[src/rtl/hsem_regfile.sv]
// Hardware semaphore register file: NSEM FREE/LOCKED semaphores with owner IDs,
// keyed clear-all, W1C unlock status with maskable level interrupt, and a saturating reject counter.
module hsem_regfile #(
    parameter int NSEM           = 8,
    parameter int AHB_DATA_WIDTH = 32
) (
    input  logic                      hclk,
    input  logic                      hresetn,
    input  logic                      wr_en,
    input  logic                      rd_en,
    input  logic [7:0]                reg_addr,
    input  logic [AHB_DATA_WIDTH-1:0] ihwdata,
    output logic [AHB_DATA_WIDTH-1:0] ihrdata,
    output logic                      hsem_irq
);

    localparam logic [0:0] ST_FREE   = 1'b0;
    localparam logic [0:0] ST_LOCKED = 1'b1;

    localparam logic [5:0] IDX_CR      = 6'h10;
    localparam logic [5:0] IDX_IER     = 6'h11;
    localparam logic [5:0] IDX_ISR     = 6'h12;
    localparam logic [5:0] IDX_MISR    = 6'h13;
    localparam logic [5:0] IDX_KEYR    = 6'h14;
    localparam logic [5:0] IDX_FAILCNT = 6'h15;

    logic [0:0]      sem_state_q [NSEM];
    logic [0:0]      sem_state_d [NSEM];
    logic [15:0]     sem_id_q    [NSEM];
    logic [15:0]     sem_id_d    [NSEM];
    logic [NSEM-1:0] ier_q, ier_d;
    logic [NSEM-1:0] isr_q, isr_d;
    logic [NSEM-1:0] isr_set, isr_clr;
    logic [15:0]     key_q, key_d;
    logic [15:0]     failcnt_q, failcnt_d;
    logic            irq_q;
    logic            fail_inc;
    logic            cr_key_ok;
    logic            sem_hit;
    logic [5:0]      idx;
    logic [31:0]     rdata;

    assign idx       = reg_addr[7:2];
    assign cr_key_ok = wr_en && (idx == IDX_CR) && (ihwdata[31:16] == key_q);

    always_comb begin
        fail_inc  = 1'b0;
        isr_set   = '0;
        isr_clr   = '0;
        sem_hit   = 1'b0;
        ier_d     = ier_q;
        key_d     = key_q;
        failcnt_d = failcnt_q;
        for (int n = 0; n < NSEM; n++) begin
            sem_state_d[n] = sem_state_q[n];
            sem_id_d[n]    = sem_id_q[n];
            sem_hit        = wr_en && (idx == n[5:0]);
            case (sem_state_q[n])
                ST_FREE: begin
                    if (sem_hit && ihwdata[31]) begin
                        sem_state_d[n] = ST_LOCKED;
                        sem_id_d[n]    = ihwdata[15:0];
                    end
                end
                ST_LOCKED: begin
                    // A foreign lock attempt is counted; a foreign unlock is silently dropped.
                    if (sem_hit && ihwdata[31]) begin
                        if (ihwdata[15:0] != sem_id_q[n]) fail_inc = 1'b1;
                    end else if ((sem_hit && ihwdata[15:0] == sem_id_q[n]) ||
                                 (cr_key_ok && sem_id_q[n][7:0] == ihwdata[7:0])) begin
                        sem_state_d[n] = ST_FREE;
                        sem_id_d[n]    = '0;
                        isr_set[n]     = 1'b1;
                    end
                end
                default: sem_state_d[n] = ST_FREE;
            endcase
        end
        if (wr_en) begin
            case (idx)
                IDX_IER:     ier_d     = ihwdata[NSEM-1:0];
                IDX_ISR:     isr_clr   = ihwdata[NSEM-1:0];
                IDX_KEYR:    key_d     = ihwdata[31:16];
                IDX_FAILCNT: failcnt_d = '0;
                default:     ;
            endcase
        end
        if (fail_inc && failcnt_q != 16'hFFFF) failcnt_d = failcnt_q + 16'd1;
        // Set is applied after clear so a same-edge release is never lost.
        isr_d = (isr_q & ~isr_clr) | isr_set;
    end

    always_ff @(posedge hclk or negedge hresetn) begin
        if (!hresetn) begin
            for (int n = 0; n < NSEM; n++) begin
                sem_state_q[n] <= ST_FREE;
                sem_id_q[n]    <= '0;
            end
            ier_q     <= '0;
            isr_q     <= '0;
            key_q     <= '0;
            failcnt_q <= '0;
            irq_q     <= 1'b0;
        end else begin
            for (int n = 0; n < NSEM; n++) begin
                sem_state_q[n] <= sem_state_d[n];
                sem_id_q[n]    <= sem_id_d[n];
            end
            ier_q     <= ier_d;
            isr_q     <= isr_d;
            key_q     <= key_d;
            failcnt_q <= failcnt_d;
            irq_q     <= |(isr_d & ier_d);
        end
    end

    always_comb begin
        rdata = '0;
        if (rd_en) begin
            for (int n = 0; n < NSEM; n++) begin
                if (idx == n[5:0]) rdata = {sem_state_q[n], 15'b0, sem_id_q[n]};
            end
            case (idx)
                IDX_IER:     rdata = 32'(ier_q);
                IDX_ISR:     rdata = 32'(isr_q);
                IDX_MISR:    rdata = 32'(isr_q & ier_q);
                IDX_KEYR:    rdata = {key_q, 16'h0000};
                IDX_FAILCNT: rdata = {16'h0000, failcnt_q};
                default:     ;
            endcase
        end
    end

    assign ihrdata  = AHB_DATA_WIDTH'(rdata);
    assign hsem_irq = irq_q;

endmodule

[config.mk]
export PLATFORM = sky130hd
export DESIGN_NAME = hsem_regfile
export DESIGN_NICKNAME = d
export VERILOG_FILES = /design/src/rtl/hsem_regfile.sv
export SDC_FILE = /design/constraint.sdc
export NUM_CORES = 1
export LEC_CHECK = 0
export CORE_MARGIN = 2
export CORE_UTILIZATION = 40
export DETAILED_ROUTE_END_ITERATION = 10
export MAX_ROUTING_LAYER = met4
export RECOVER_POWER = 50
export SLEW_MARGIN = 40
export SYNTH_ARGS = -nofsm -noshare
export SYNTH_HDL_FRONTEND = slang
export SYNTH_SLANG_ARGS = --single-unit
[constraint.sdc]
create_clock -name hclk -period 3.15 [get_ports hclk]
set_input_delay 0.63 -clock hclk [delete_from_list [all_inputs] [get_ports hclk]]
set_output_delay 0.63 -clock hclk [all_outputs]
set_load 0.1 [all_outputs]
==> flow_summary.yaml <==
clocking:
  cts_buffers: 17
  cts_hold_buf: 0
  cts_root_buf: "sky130_fd_sc_hd__clkbuf_16"
  worst_skew_pair.late_latency_ps: 440
  tritoncts: "built"
  clkSinkCount: 185
  h_tree_levels: 4
  clock_slew_seen_by_the_registers_of_the_worst_setup_and_hold_paths_ps: 70
  cts_max_path_buffers: 2
sta:
  timing.slew.headroom_pct: -15.2
  finalSetupTns_ps: -8.62
  setup_viol: 1
  finalWorstPathRequiredPeriod_ps: 3160
  timing.final.hold_violations: 0
  slew_at_the_pin_closest_to_its_max_slew_limit_ps: 1730
  clock-skew-final_ps: 14.8
  final.setup.worst_slack_ps: -8.62
  finalMaxSlewViolations: 70
  rsz0062_at_grt: "yes"
  finalCritPeriodShare_pct: 100
  achievable-frequency_mhz: 317
cells_and_area:
  area_growth_syn_to_layout_pct: 32.6
  diodes: 0
  final_layout_size_suffix_gt1_share_pct: 25.6
  finish.utilization_pct: 53.7
  finalInstanceArea_um2: 14000
  layout.nets: 1238
worst_setup_path:
  worst-endpoint-arrival_ps: 2530
  worstSetupStartpoint: "reg_addr[6]"
  rr_startpoint: "failcnt_q[0]"
  ff2ff_setup_slack_ps: 400
  critical_path_class: "input pin to primary output"
  critical_path.endpoint: "ihrdata[3]"
  crit_path_max_fanout: 5
  worst_setup_path_end_kind: "primary output"
  rr_endpoint: "failcnt_q[12]"
  timing.reg2reg.worst_path_depth: 10
  launching_element_type_of_the_critical_path: "input pin"
  worst_ep_required_time_ps: 2520
global_routing:
  grt_pass1_vias: 8916
  antenna_violations_before_repair: 0
  grt_max_degree: 70
  grt_pass1_wl_mm: 51.2
  global_route.overflow_total: 0
  grt_util_all_layers_pct: 24.2
power_and_ir_drop:
  internal_power_mw: 4.34
  netSwitchingFraction_pct: 27.8
  power_leakage_nw: 6.21
  total_power_mw: 6.00
  switching_power_summed_over_all_nets_mw: 1.67
  combinationalPowerShare_pct: 17.3
  pwr-share-seq_pct: 46.1
  vdd_ir_drop_max_mv: 0.315
  p_per_area_nw_per_um2: 430
  power.share.clock_pct: 36.6
drt:
  route.detailed.drc: 0
  per_cell_routed_wire_length_um: 20.7
  via_count: 8917
  drtAntennaViolNets: 0
  drt_pre_antenna_iters: 5
  vias_per_cell: 5.79
  postRouteWirelength_mm: 31.9
  violation_count_after_the_first_detailed_routing_iteration: 806
synthesis:
  ys_seq_elements: 185
  netlist_top_cells_count: "sky130_fd_sc_hd__dfrtp_1 (185), sky130_fd_sc_hd__xnor2_1 (134), sky130_fd_sc_hd__a22o_1 (128)"
  post_synth_main_area_contributors: "sky130_fd_sc_hd__dfrtp_1 (44%), sky130_fd_sc_hd__xnor2_1 (11%), sky130_fd_sc_hd__a22o_1 (11%)"
  post-synth-top-area-fraction_pct: 44.0
  synthArstFlopShare_pct: 100
  edff_count_synth: 0
  post-synth-top-count-cell: "sky130_fd_sc_hd__dfrtp_1"
  postSynthAreaPerCell_um2: 10.4
  netlist.top_cell.by_area: "sky130_fd_sc_hd__dfrtp_1"
  share_of_the_yosys_chip_area_belonging_to_registers_pct: 44.0
  synthCells: 1017
  synthesis.yosys.warnings: 0
  mappedNetlistNets: 1062
  synth_flop_cell: "sky130_fd_sc_hd__dfrtp_1"
  synth.distinct_cells: 53
  syn-cell-area_um2: 10500
die:
  initial_core_util_pct: 40.5
  floorplan.die.width_um: 166
  core_ar_um2: 26000
  ioPinCount: 77
  floorplan.die_area_um2: 27600
  die-height_um: 166
  row_count: 59
run_status:
  outcome: "finished, violations left"
  violations: "capacitance limit, slew limit, setup timing"
worst_hold_path:
  worst_hold_startpoint: "isr_q[2]"
  classification_of_the_worst_slack_hold_path: "flop to flop"
placed_design:
  gp_routability_congestion: 0.900
  placement.cell_area_um2: 13400
  dp_slack_ps: -627
  dpl.hpwl_mm: 23.4
  place.port_buffers: 74
job:
  max_cap_viol_count: 1
-- cell type report --
cell class / instances / area (µm²)
timing repair buffer: 235 / 2510
clock buffer: 20 / 457
inverter: 7 / 26.3
tap: 335 / 419
multi-input combinational: 747 / 5780
sequential: 185 / 4630
fill: 2291 / 12000
clock inverter: 11 / 136
-- through the flow --
step                      hold WS (ps)  instances
after floorplan                    334       1017
after global placement             462       1506
after detailed placement           470       1506
after CTS                          210       1538
after global routing               528       1540
final                              481       1540
-- power groups by stage --
stage          logic [mW]  clock network, mW  registers (mW)
3_3_place_gp         1.03                  0            2.80
4_1_cts              1.05               2.24            2.76
5_1_grt              1.12               2.33            2.80
3_5_place_dp         1.04                  0            2.80
2_1_floorplan       0.650                  0            2.78
6_report             1.04               2.20            2.77
-- cells by family after synthesis --
| kind of cell | share of synthesized area (%) |
|---|---|
| DFF | 44.0 |
| buffers and inverters | 3.36 |
| adders and majority gates | 0.119 |
| xor gates and xnor gates | 12.0 |
| AOI/OAI and AO/OA | 19.3 |
| muxes | 6.49 |
| and+or+nand+nor | 14.7 |
-- what timing repair did --
action                                  in CTS  in global routing
pin swaps                                   12                  5
gates resized for setup                     29                  8
buffers inserted                             2                  2
endpoints found under the setup margin      28                 26
cloned                                       0                  0
-- worst min path at each step --
stage	to	slack [ps]	cells past startpoint
after floorplan	failcnt_q[0]	330	0
after global placement	isr_q[2]	460	2
after detailed placement	isr_q[2]	470	2
after CTS	failcnt_q[3]	210	1
after global routing	isr_q[1]	530	2
final	isr_q[2]	480	2
-- cells in the final DEF (no fill, tap or decap), types with 6 or more instances in the layout --
master and n:
sky130_fd_sc_hd__and2_4 7, sky130_fd_sc_hd__mux2_2 24, sky130_fd_sc_hd__a22oi_1 20, sky130_fd_sc_hd__a31oi_1 9, sky130_fd_sc_hd__nand2_1 67, sky130_fd_sc_hd__inv_1 7, sky130_fd_sc_hd__nand4_1 42, sky130_fd_sc_hd__a32oi_1 7
sky130_fd_sc_hd__clkbuf_16 17, sky130_fd_sc_hd__a21boi_0 8, sky130_fd_sc_hd__buf_6 6, sky130_fd_sc_hd__nor3_1 6, sky130_fd_sc_hd__xnor2_1 134, sky130_fd_sc_hd__buf_4 129, sky130_fd_sc_hd__clkdlybuf4s50_1 33, sky130_fd_sc_hd__and3_1 14
sky130_fd_sc_hd__dfrtp_1 185, sky130_fd_sc_hd__mux4_2 17, sky130_fd_sc_hd__and2_1 24, sky130_fd_sc_hd__o21ai_0 26, sky130_fd_sc_hd__xor2_1 10, sky130_fd_sc_hd__a21oi_1 15, sky130_fd_sc_hd__a22o_1 128, sky130_fd_sc_hd__o21ai_1 11
sky130_fd_sc_hd__nor2_1 49, sky130_fd_sc_hd__a221oi_4 8, sky130_fd_sc_hd__buf_12 54, sky130_fd_sc_hd__nand3_1 22, sky130_fd_sc_hd__nor3b_1 7, sky130_fd_sc_hd__nand2b_1 21
-- per-layer routing --
layer	part of all wire (%)	vias to the layer above	GRT usage [%]
met3	4.7	42	3.60
met4	2.6	0	7.72
li1	-	4096	-
met1	46	4512	33.5
met5	0	-	-
met2	47	267	36.9
-- sequential cells by signal (all words and copies together), names as in the netlist --
signal and cells:
sem_id_q 128, failcnt_q 16, key_q 16, ier_q 8, isr_q 8, sem_state_q 8, hsem_irq 1
-- critical path: stages --
cell                      delay (ps)
sky130_fd_sc_hd__buf_6            90
sky130_fd_sc_hd__or4b_4          570
sky130_fd_sc_hd__nor3_4          170
sky130_fd_sc_hd__buf_6           150
sky130_fd_sc_hd__buf_6           110
sky130_fd_sc_hd__nand2_1          60
sky130_fd_sc_hd__a31oi_1         190
sky130_fd_sc_hd__a21oi_1          80
sky130_fd_sc_hd__o21ai_1         140
sky130_fd_sc_hd__and2_4          170
sky130_fd_sc_hd__buf_12          160
No activity file was read; power rests on OpenSTA's default activity.
